`config.mk`:
```
export PLATFORM = sky130hd
export DESIGN_NAME = input_skew_b
export DESIGN_NICKNAME = d
export VERILOG_FILES = /design/src/rtl/input_skew_b.sv
export SDC_FILE = /design/constraint.sdc
export NUM_CORES = 1
export LEC_CHECK = 0
export ABC_AREA = 1
export CAP_MARGIN = 20
export CORE_AREA = 2 2 142 109
export DETAILED_ROUTE_END_ITERATION = 10
export DIE_AREA = 0 0 144 111
export PLACE_DENSITY = 0.77
export SETUP_SLACK_MARGIN = 0.5
export SLEW_MARGIN = 20
export SYNTH_ARGS = -nofsm -noshare
export SYNTH_HDL_FRONTEND = slang
export SYNTH_SLANG_ARGS = --single-unit
```
`constraint.sdc`:
```
create_clock -name clk -period 6.7 [get_ports clk]
set_input_delay 1.34 -clock clk [delete_from_list [all_inputs] [get_ports clk]]
set_output_delay 1.34 -clock clk [all_outputs]
set_load 0.005 [all_outputs]
```
`src/rtl/input_skew_b.sv`:
```
// -----------------------------------------------------------------------------
// input_skew_b
//
// Purpose:
//   Sits between the B-operand input buffer and the top edge of the systolic
//   array. Each accepted row of COLS words is skewed diagonally: lane j is
//   delayed j extra advancing cycles relative to lane 0, so lane j appears
//   1+j advancing cycles after the row is accepted. Rows are framed into
//   tiles of up to K_DEPTH rows. After the last row the skew pipeline is
//   drained for COLS advancing cycles, then tile_done pulses on the next
//   advancing cycle.
//
// Optional feature (macro INPUT_SKEW_B_STALL_CNT_EN):
//   Adds the 32-bit output stall_cycles. It counts cycles in which
//   array_stall=1 while busy=1, and saturates at all-ones. It clears when a
//   new tile starts and holds its value after tile_done. When the macro is
//   undefined, the port and counter are absent.
//
// Ports:
//   clk          in   clock, rising edge
//   rst          in   asynchronous active-high reset
//   in_valid     in   upstream row valid
//   in_ready     out  row accepted this cycle when in_valid is also high
//   in_data      in   COLS lanes; lane j at [j*DATA_WIDTH +: DATA_WIDTH]
//   in_last      in   final row of the tile (qualified by accept)
//   array_stall  in   freezes the skew pipeline and the drain counter
//   out_data     out  skewed lane data; a lane is zero when it is not valid
//   out_valid    out  per-lane valid
//   busy         out  tile in progress (STREAM or DRAIN)
//   tile_done    out  one-cycle pulse when the drain completes
//   len_err      out  one-cycle pulse on entering DRAIN with a bad tile length
//   stall_cycles out  (optional) stall cycle counter
// -----------------------------------------------------------------------------
module input_skew_b #(
    parameter int COLS       = 4,
    parameter int DATA_WIDTH = 16,
    parameter int K_DEPTH    = 64
) (
    input  logic                       clk,
    input  logic                       rst,
    input  logic                       in_valid,
    output logic                       in_ready,
    input  logic [COLS*DATA_WIDTH-1:0] in_data,
    input  logic                       in_last,
    input  logic                       array_stall,
    output logic [COLS*DATA_WIDTH-1:0] out_data,
    output logic [COLS-1:0]            out_valid,
    output logic                       busy,
    output logic                       tile_done,
    output logic                       len_err
`ifdef INPUT_SKEW_B_STALL_CNT_EN
    ,
    output logic [31:0]                stall_cycles
`endif
);

    localparam int RCW = $clog2(K_DEPTH + 1);
    localparam int DCW = $clog2(COLS + 1);
    localparam logic [RCW-1:0] K_LAST    = RCW'(K_DEPTH);
    localparam logic [DCW-1:0] DRAIN_END = DCW'(COLS);

    typedef enum logic [1:0] {
        IDLE   = 2'd0,
        STREAM = 2'd1,
        DRAIN  = 2'd2
    } state_t;

    state_t         state_q, state_d;
    logic [RCW-1:0] row_cnt_q, row_cnt_d;
    logic [DCW-1:0] drain_cnt_q, drain_cnt_d;
    logic           len_err_q, len_err_d;

    logic           adv;
    logic           accept;
    logic [RCW-1:0] row_cnt_new;
    logic           row_hit_k;
    logic           tile_end;

    assign adv    = !array_stall;
    assign accept = in_valid && in_ready;

    // Count including the row that is being accepted now. The first row of
    // a tile always restarts the count at 1.
    assign row_cnt_new = (state_q == IDLE) ? RCW'(1) : row_cnt_q + RCW'(1);
    assign row_hit_k   = (row_cnt_new == K_LAST);
    assign tile_end    = in_last || row_hit_k;

    // ------------------------------------------------------------------
    // FSM: state register
    // ------------------------------------------------------------------
    always_ff @(posedge clk or posedge rst) begin
        if (rst) begin
            state_q <= IDLE;
        end else begin
            state_q <= state_d;
        end
    end

    // ------------------------------------------------------------------
    // FSM: next state and tile counters
    // ------------------------------------------------------------------
    always_comb begin
        state_d     = state_q;
        row_cnt_d   = row_cnt_q;
        drain_cnt_d = drain_cnt_q;
        len_err_d   = 1'b0;
        case (state_q)
            IDLE, STREAM: begin
                if (accept) begin
                    row_cnt_d = row_cnt_new;
                    state_d   = tile_end ? DRAIN : STREAM;
                    // A tile may end early (in_last before K_DEPTH rows) or
                    // without in_last (K_DEPTH rows reached). Either case is
                    // a length error, but the tile still drains normally.
                    len_err_d = tile_end && (in_last != row_hit_k);
                end
            end
            DRAIN: begin
                if (adv) begin
                    if (drain_cnt_q == DRAIN_END) begin
                        state_d     = IDLE;
                        drain_cnt_d = '0;
                    end else begin
                        drain_cnt_d = drain_cnt_q + DCW'(1);
                    end
                end
            end
            default: begin
                state_d = IDLE;
            end
        endcase
    end

    always_ff @(posedge clk or posedge rst) begin
        if (rst) begin
            row_cnt_q   <= '0;
            drain_cnt_q <= '0;
            len_err_q   <= 1'b0;
        end else begin
            row_cnt_q   <= row_cnt_d;
            drain_cnt_q <= drain_cnt_d;
            len_err_q   <= len_err_d;
        end
    end

    // ------------------------------------------------------------------
    // FSM: outputs
    // ------------------------------------------------------------------
    always_comb begin
        // Gating in_ready with rst keeps every output low during reset.
        in_ready  = !rst && adv && (state_q != DRAIN);
        busy      = (state_q != IDLE);
        // The pulse fires only on an advancing cycle, so a stall defers it.
        tile_done = (state_q == DRAIN) && (drain_cnt_q == DRAIN_END) && adv;
        len_err   = len_err_q;
    end

    // ------------------------------------------------------------------
    // Skew pipeline: lane gi is a chain of gi+1 stages. Stage 0 is in the
    // LSBs. Every chain shifts together on adv. A bubble (data 0, valid 0)
    // enters the head of each chain on an advancing cycle without accept.
    // ------------------------------------------------------------------
    for (genvar gi = 0; gi < COLS; gi++) begin : g_lane
        localparam int DEPTH = gi + 1;

        logic [DEPTH*DATA_WIDTH-1:0] dat_q, dat_d;
        logic [DEPTH-1:0]            vld_q, vld_d;
        logic [DATA_WIDTH-1:0]       head_dat;

        assign head_dat = accept ? in_data[gi*DATA_WIDTH +: DATA_WIDTH] : '0;

        if (gi == 0) begin : g_head
            always_comb begin
                dat_d = dat_q;
                vld_d = vld_q;
                if (adv) begin
                    dat_d = head_dat;
                    vld_d = accept;
                end
            end
        end else begin : g_chain
            always_comb begin
                dat_d = dat_q;
                vld_d = vld_q;
                if (adv) begin
                    dat_d = {dat_q[gi*DATA_WIDTH-1:0], head_dat};
                    vld_d = {vld_q[gi-1:0], accept};
                end
            end
        end

        always_ff @(posedge clk or posedge rst) begin
            if (rst) begin
                dat_q <= '0;
                vld_q <= '0;
            end else begin
                dat_q <= dat_d;
                vld_q <= vld_d;
            end
        end

        assign out_valid[gi] = vld_q[gi];
        assign out_data[gi*DATA_WIDTH +: DATA_WIDTH] =
            vld_q[gi] ? dat_q[gi*DATA_WIDTH +: DATA_WIDTH] : '0;
    end

`ifdef INPUT_SKEW_B_STALL_CNT_EN
    // ------------------------------------------------------------------
    // Stall cycle counter. A new tile can only start on an advancing cycle,
    // so clearing on the first accept never drops a stall cycle.
    // ------------------------------------------------------------------
    logic [31:0] stall_cnt_q, stall_cnt_d;

    always_comb begin
        stall_cnt_d = stall_cnt_q;
        if ((state_q == IDLE) && accept) begin
            stall_cnt_d = '0;
        end else if (array_stall && busy && (stall_cnt_q != '1)) begin
            stall_cnt_d = stall_cnt_q + 32'd1;
        end
    end

    always_ff @(posedge clk or posedge rst) begin
        if (rst) begin
            stall_cnt_q <= '0;
        end else begin
            stall_cnt_q <= stall_cnt_d;
        end
    end

    assign stall_cycles = stall_cnt_q;
`endif

endmodule

```
==> results.json <==
{
  "clk-insertion-delay-late_ns": 0.42,
  "combPwrFrac": 0.133,
  "numCtsBuffers": 17,
  "drc": 0,
  "gr-usage-all-layers": 0.214,
  "status": "finished, final reports clean",
  "grt_setup_unrepaired": "false",
  "firstDrtPassIters": 4,
  "htreeDepth": 4,
  "grt_pass1_vias": 5454,
  "syn_area_per_cell_um2": 8.62,
  "drt-vias-per-instance": 4.74,
  "power.share.switching": 0.262,
  "rrSetupSlack_ns": 4.89,
  "layout.nets": 1055,
  "antenna_cells": 0,
  "layout-drive-gt1-share": 0.0533,
  "final_cell_area_um2": 9550,
  "worstPathCellList": "clkdlybuf4s50_1 > nor3_4 > clkdlybuf4s50_1",
  "io_pins": 141,
  "drt_wl_total_um": 16000,
  "synth_area_um2": 7470,
  "clk_pin_slew_ns": 0.06,
  "intPower_uw": 1930,
  "antenna_found_initial": 0,
  "r2r_cells": 6,
  "cp_common_cell": "clkdlybuf4s50_1",
  "power_density_nw_per_um2": 274,
  "syn2layout_area_growth_pct": 27.8,
  "drv_slew": 0,
  "layout_setup_ws_ns": 2.53,
  "grt_pass1_wl_um": 26700,
  "die_area_um2": 16000,
  "worst_slew_pin_slew_ns": 0.898,
  "cts_tree": "built",
  "yosysSeqAreaShare": 0.593,
  "wire_per_inst_um": 13.4,
  "crit_type": "input pin to output pin",
  "required_ns": 5.36,
  "cts_root_buffer": "clkbuf_16",
  "power_leakage_uw": 0.00477,
  "hold_depth": 2,
  "max_freq_mhz": 240,
  "synth_area_leaders": "dfrtp_1 59%, nand2_1 12%, o21ai_0 8.6%, inv_1 7.8%, nand3_1 3.6%",
  "r2r-start": "state_q[1]$_DFFE_PP0P_",
  "cp.arrival_ns": 2.83,
  "hold_class": "register to register",
  "grt_max_degree": 102,
  "route.vias.total": 5690,
  "seqPwrFrac": 0.475,
  "setup_viol": 0,
  "hp-start": "g_lane[2].dat_q[16]$_DFFE_PP0N_",
  "placed_area_um2": 8930,
  "slowest_stage": "clkdlybuf4s50_1",
  "clockBufferDepth": 2,
  "totalNegativeSetupSlack_ns": 0,
  "gp_congestion": 0.776,
  "finalHoldViolCount": 0,
  "relSlewSlack": 0.401,
  "fin_crit_ns": 4.17,
  "antenna_left": 0,
  "peakVddDrop_mv": 0.201,
  "synth_top_area_cell": "dfrtp_1",
  "cts_resized": 0,
  "maxCapViolCount": 0,
  "post-place-ws_ns": 2.53,
  "start_util": 0.505,
  "fp.dieW_um": 144,
  "first_iter_violations": 403,
  "timing.rr.end": "g_lane[3].dat_q[12]$_DFFE_PP0N_",
  "cts_setup_buffers": 0,
  "syn_nets": 940,
  "fin_util": 0.646,
  "port_buffers": 140,
  "postCtsHoldBufs": 0,
  "synth-seq-cells": 177,
  "rows": 39,
  "hold_path_end": "g_lane[2].dat_q[32]$_DFFE_PP0N_",
  "ys_types": 29,
  "p_switching_uw": 687,
  "fp.coreArea_um2": 14800,
  "clock_power_share": 0.391,
  "clock_skew_ns": 0.00795,
  "crit_path_start_kind": "input pin",
  "dp_hpwl_um": 9790,
  "grt_overflow": 0,
  "die_y_um": 111,
  "worst-path-max-fanout": 3,
  "cts.sinks": 177,
  "slowest_delay_ns": 0.58,
  "synth_top_area_frac": 0.593,
  "fin_crit_sh": 0.622,
  "syn_inst": 867,
  "yosys_warnings": 0,
  "cp-end-kind": "output pin"
}
## flip-flops by register name, indices dropped and copies added (netlist names)
register      cells
g_lane.vld_q      4
len_err           1
row_cnt_q         7
drain_cnt_q       3
g_lane.dat_q    160
state_q           2
## logic make-up after synthesis
family | share of synthesized area
flops | 0.593
fa+ha+maj | 0.00670
compound gates | 0.112
buf+inv | 0.113
simple gates | 0.176
## cells in the final DEF, fill, tap and decap left out, types with 2 or more instances in the layout
master / instances
a21oi_1: 2
buf_4: 7
bufinv_16: 3
clkbuf_16: 17
clkbuf_8: 3
clkdlybuf4s50_1: 138
clkinvlp_4: 7
dfrtp_1: 177
ha_1: 4
inv_1: 155
inv_2: 3
inv_6: 2
nand2_1: 240
nand3_1: 53
nor2_1: 13
nor3_1: 2
o21ai_0: 129
o21ai_1: 23
o21ai_2: 3
o21bai_1: 2
## power groups by stage
| stage | Sequential [uW] | Clock [uW] | Combinational (uW) |
|---|---|---|---|
| 4_1_cts | 1250 | 1050 | 354 |
| 2_1_floorplan | 1230 | 0 | 237 |
| 3_3_place_gp | 1260 | 0 | 342 |
| 5_1_grt | 1260 | 1100 | 400 |
| 3_5_place_dp | 1260 | 0 | 351 |
| 6_report | 1250 | 1030 | 349 |
## cells in the mapped netlist
master and instances:
o21a_1 1, nand3_1 53, nand2_1 240, nor2_4 1
buf_1 2, inv_1 156, o21ai_0 129, nor3_1 2
clkbuf_1 27, nand3_4 1, o21bai_1 2, nor2_1 13
inv_2 2, buf_4 2, clkinv_1 1, ha_1 4
nand4_4 1, a211oi_1 1, nor3_4 1, nand2_4 1
nand4_1 1, o21ai_2 3, a21oi_2 1, dfrtp_1 177
and3_1 1, buf_2 15, buf_6 4, a21oi_1 2
o21ai_1 23
## worst max-delay path: cells and delay by family
family                 cells  cell delay, ns
buffers and inverters      2            1.14
and+or+nand+nor            1            0.35
## final cells by class
type | instances | area, um2
fill | 1228 | 5240
inverter | 159 | 602
multi-input combinational | 481 | 2200
sequential | 177 | 4430
clock buffer | 20 | 467
timing repair buffer | 146 | 1440
tap | 205 | 256
clock inverter | 12 | 156
## worst max-delay path by stage
stage	start	endpoint	cells after the start	slack (ns)
3_3_place_gp	rst	in_ready	3	2.56
3_5_place_dp	rst	in_ready	3	2.53
6_report	rst	in_ready	3	2.53
5_1_grt	rst	in_ready	3	2.49
2_1_floorplan	rst	drain_cnt_q[0]$_DFFE_PP0P_	1	0.56
4_1_cts	rst	in_ready	3	2.53
## routing by layer
| metal | wire length (um) | global-route usage | vias up |
|---|---|---|---|
| met2 | 7040 | 0.303 | 164 |
| li1 | - | - | 2883 |
| met5 | 0 | 0 | - |
| met3 | 1400 | 0.0708 | 9 |
| met4 | 82 | 0.0673 | 0 |
| met1 | 7520 | 0.315 | 2634 |
## stage by stage
step	power (uW)	cells	hold slack [ns]
detailed placement	1620	1168	0.455
floorplan	1470	867	0.442
CTS	2650	1200	0.468
global placement	1600	1168	0.448
global route	2760	1200	0.494
finish	2620	1200	0.467
Note: power is estimated with default switching activity, not from simulation.
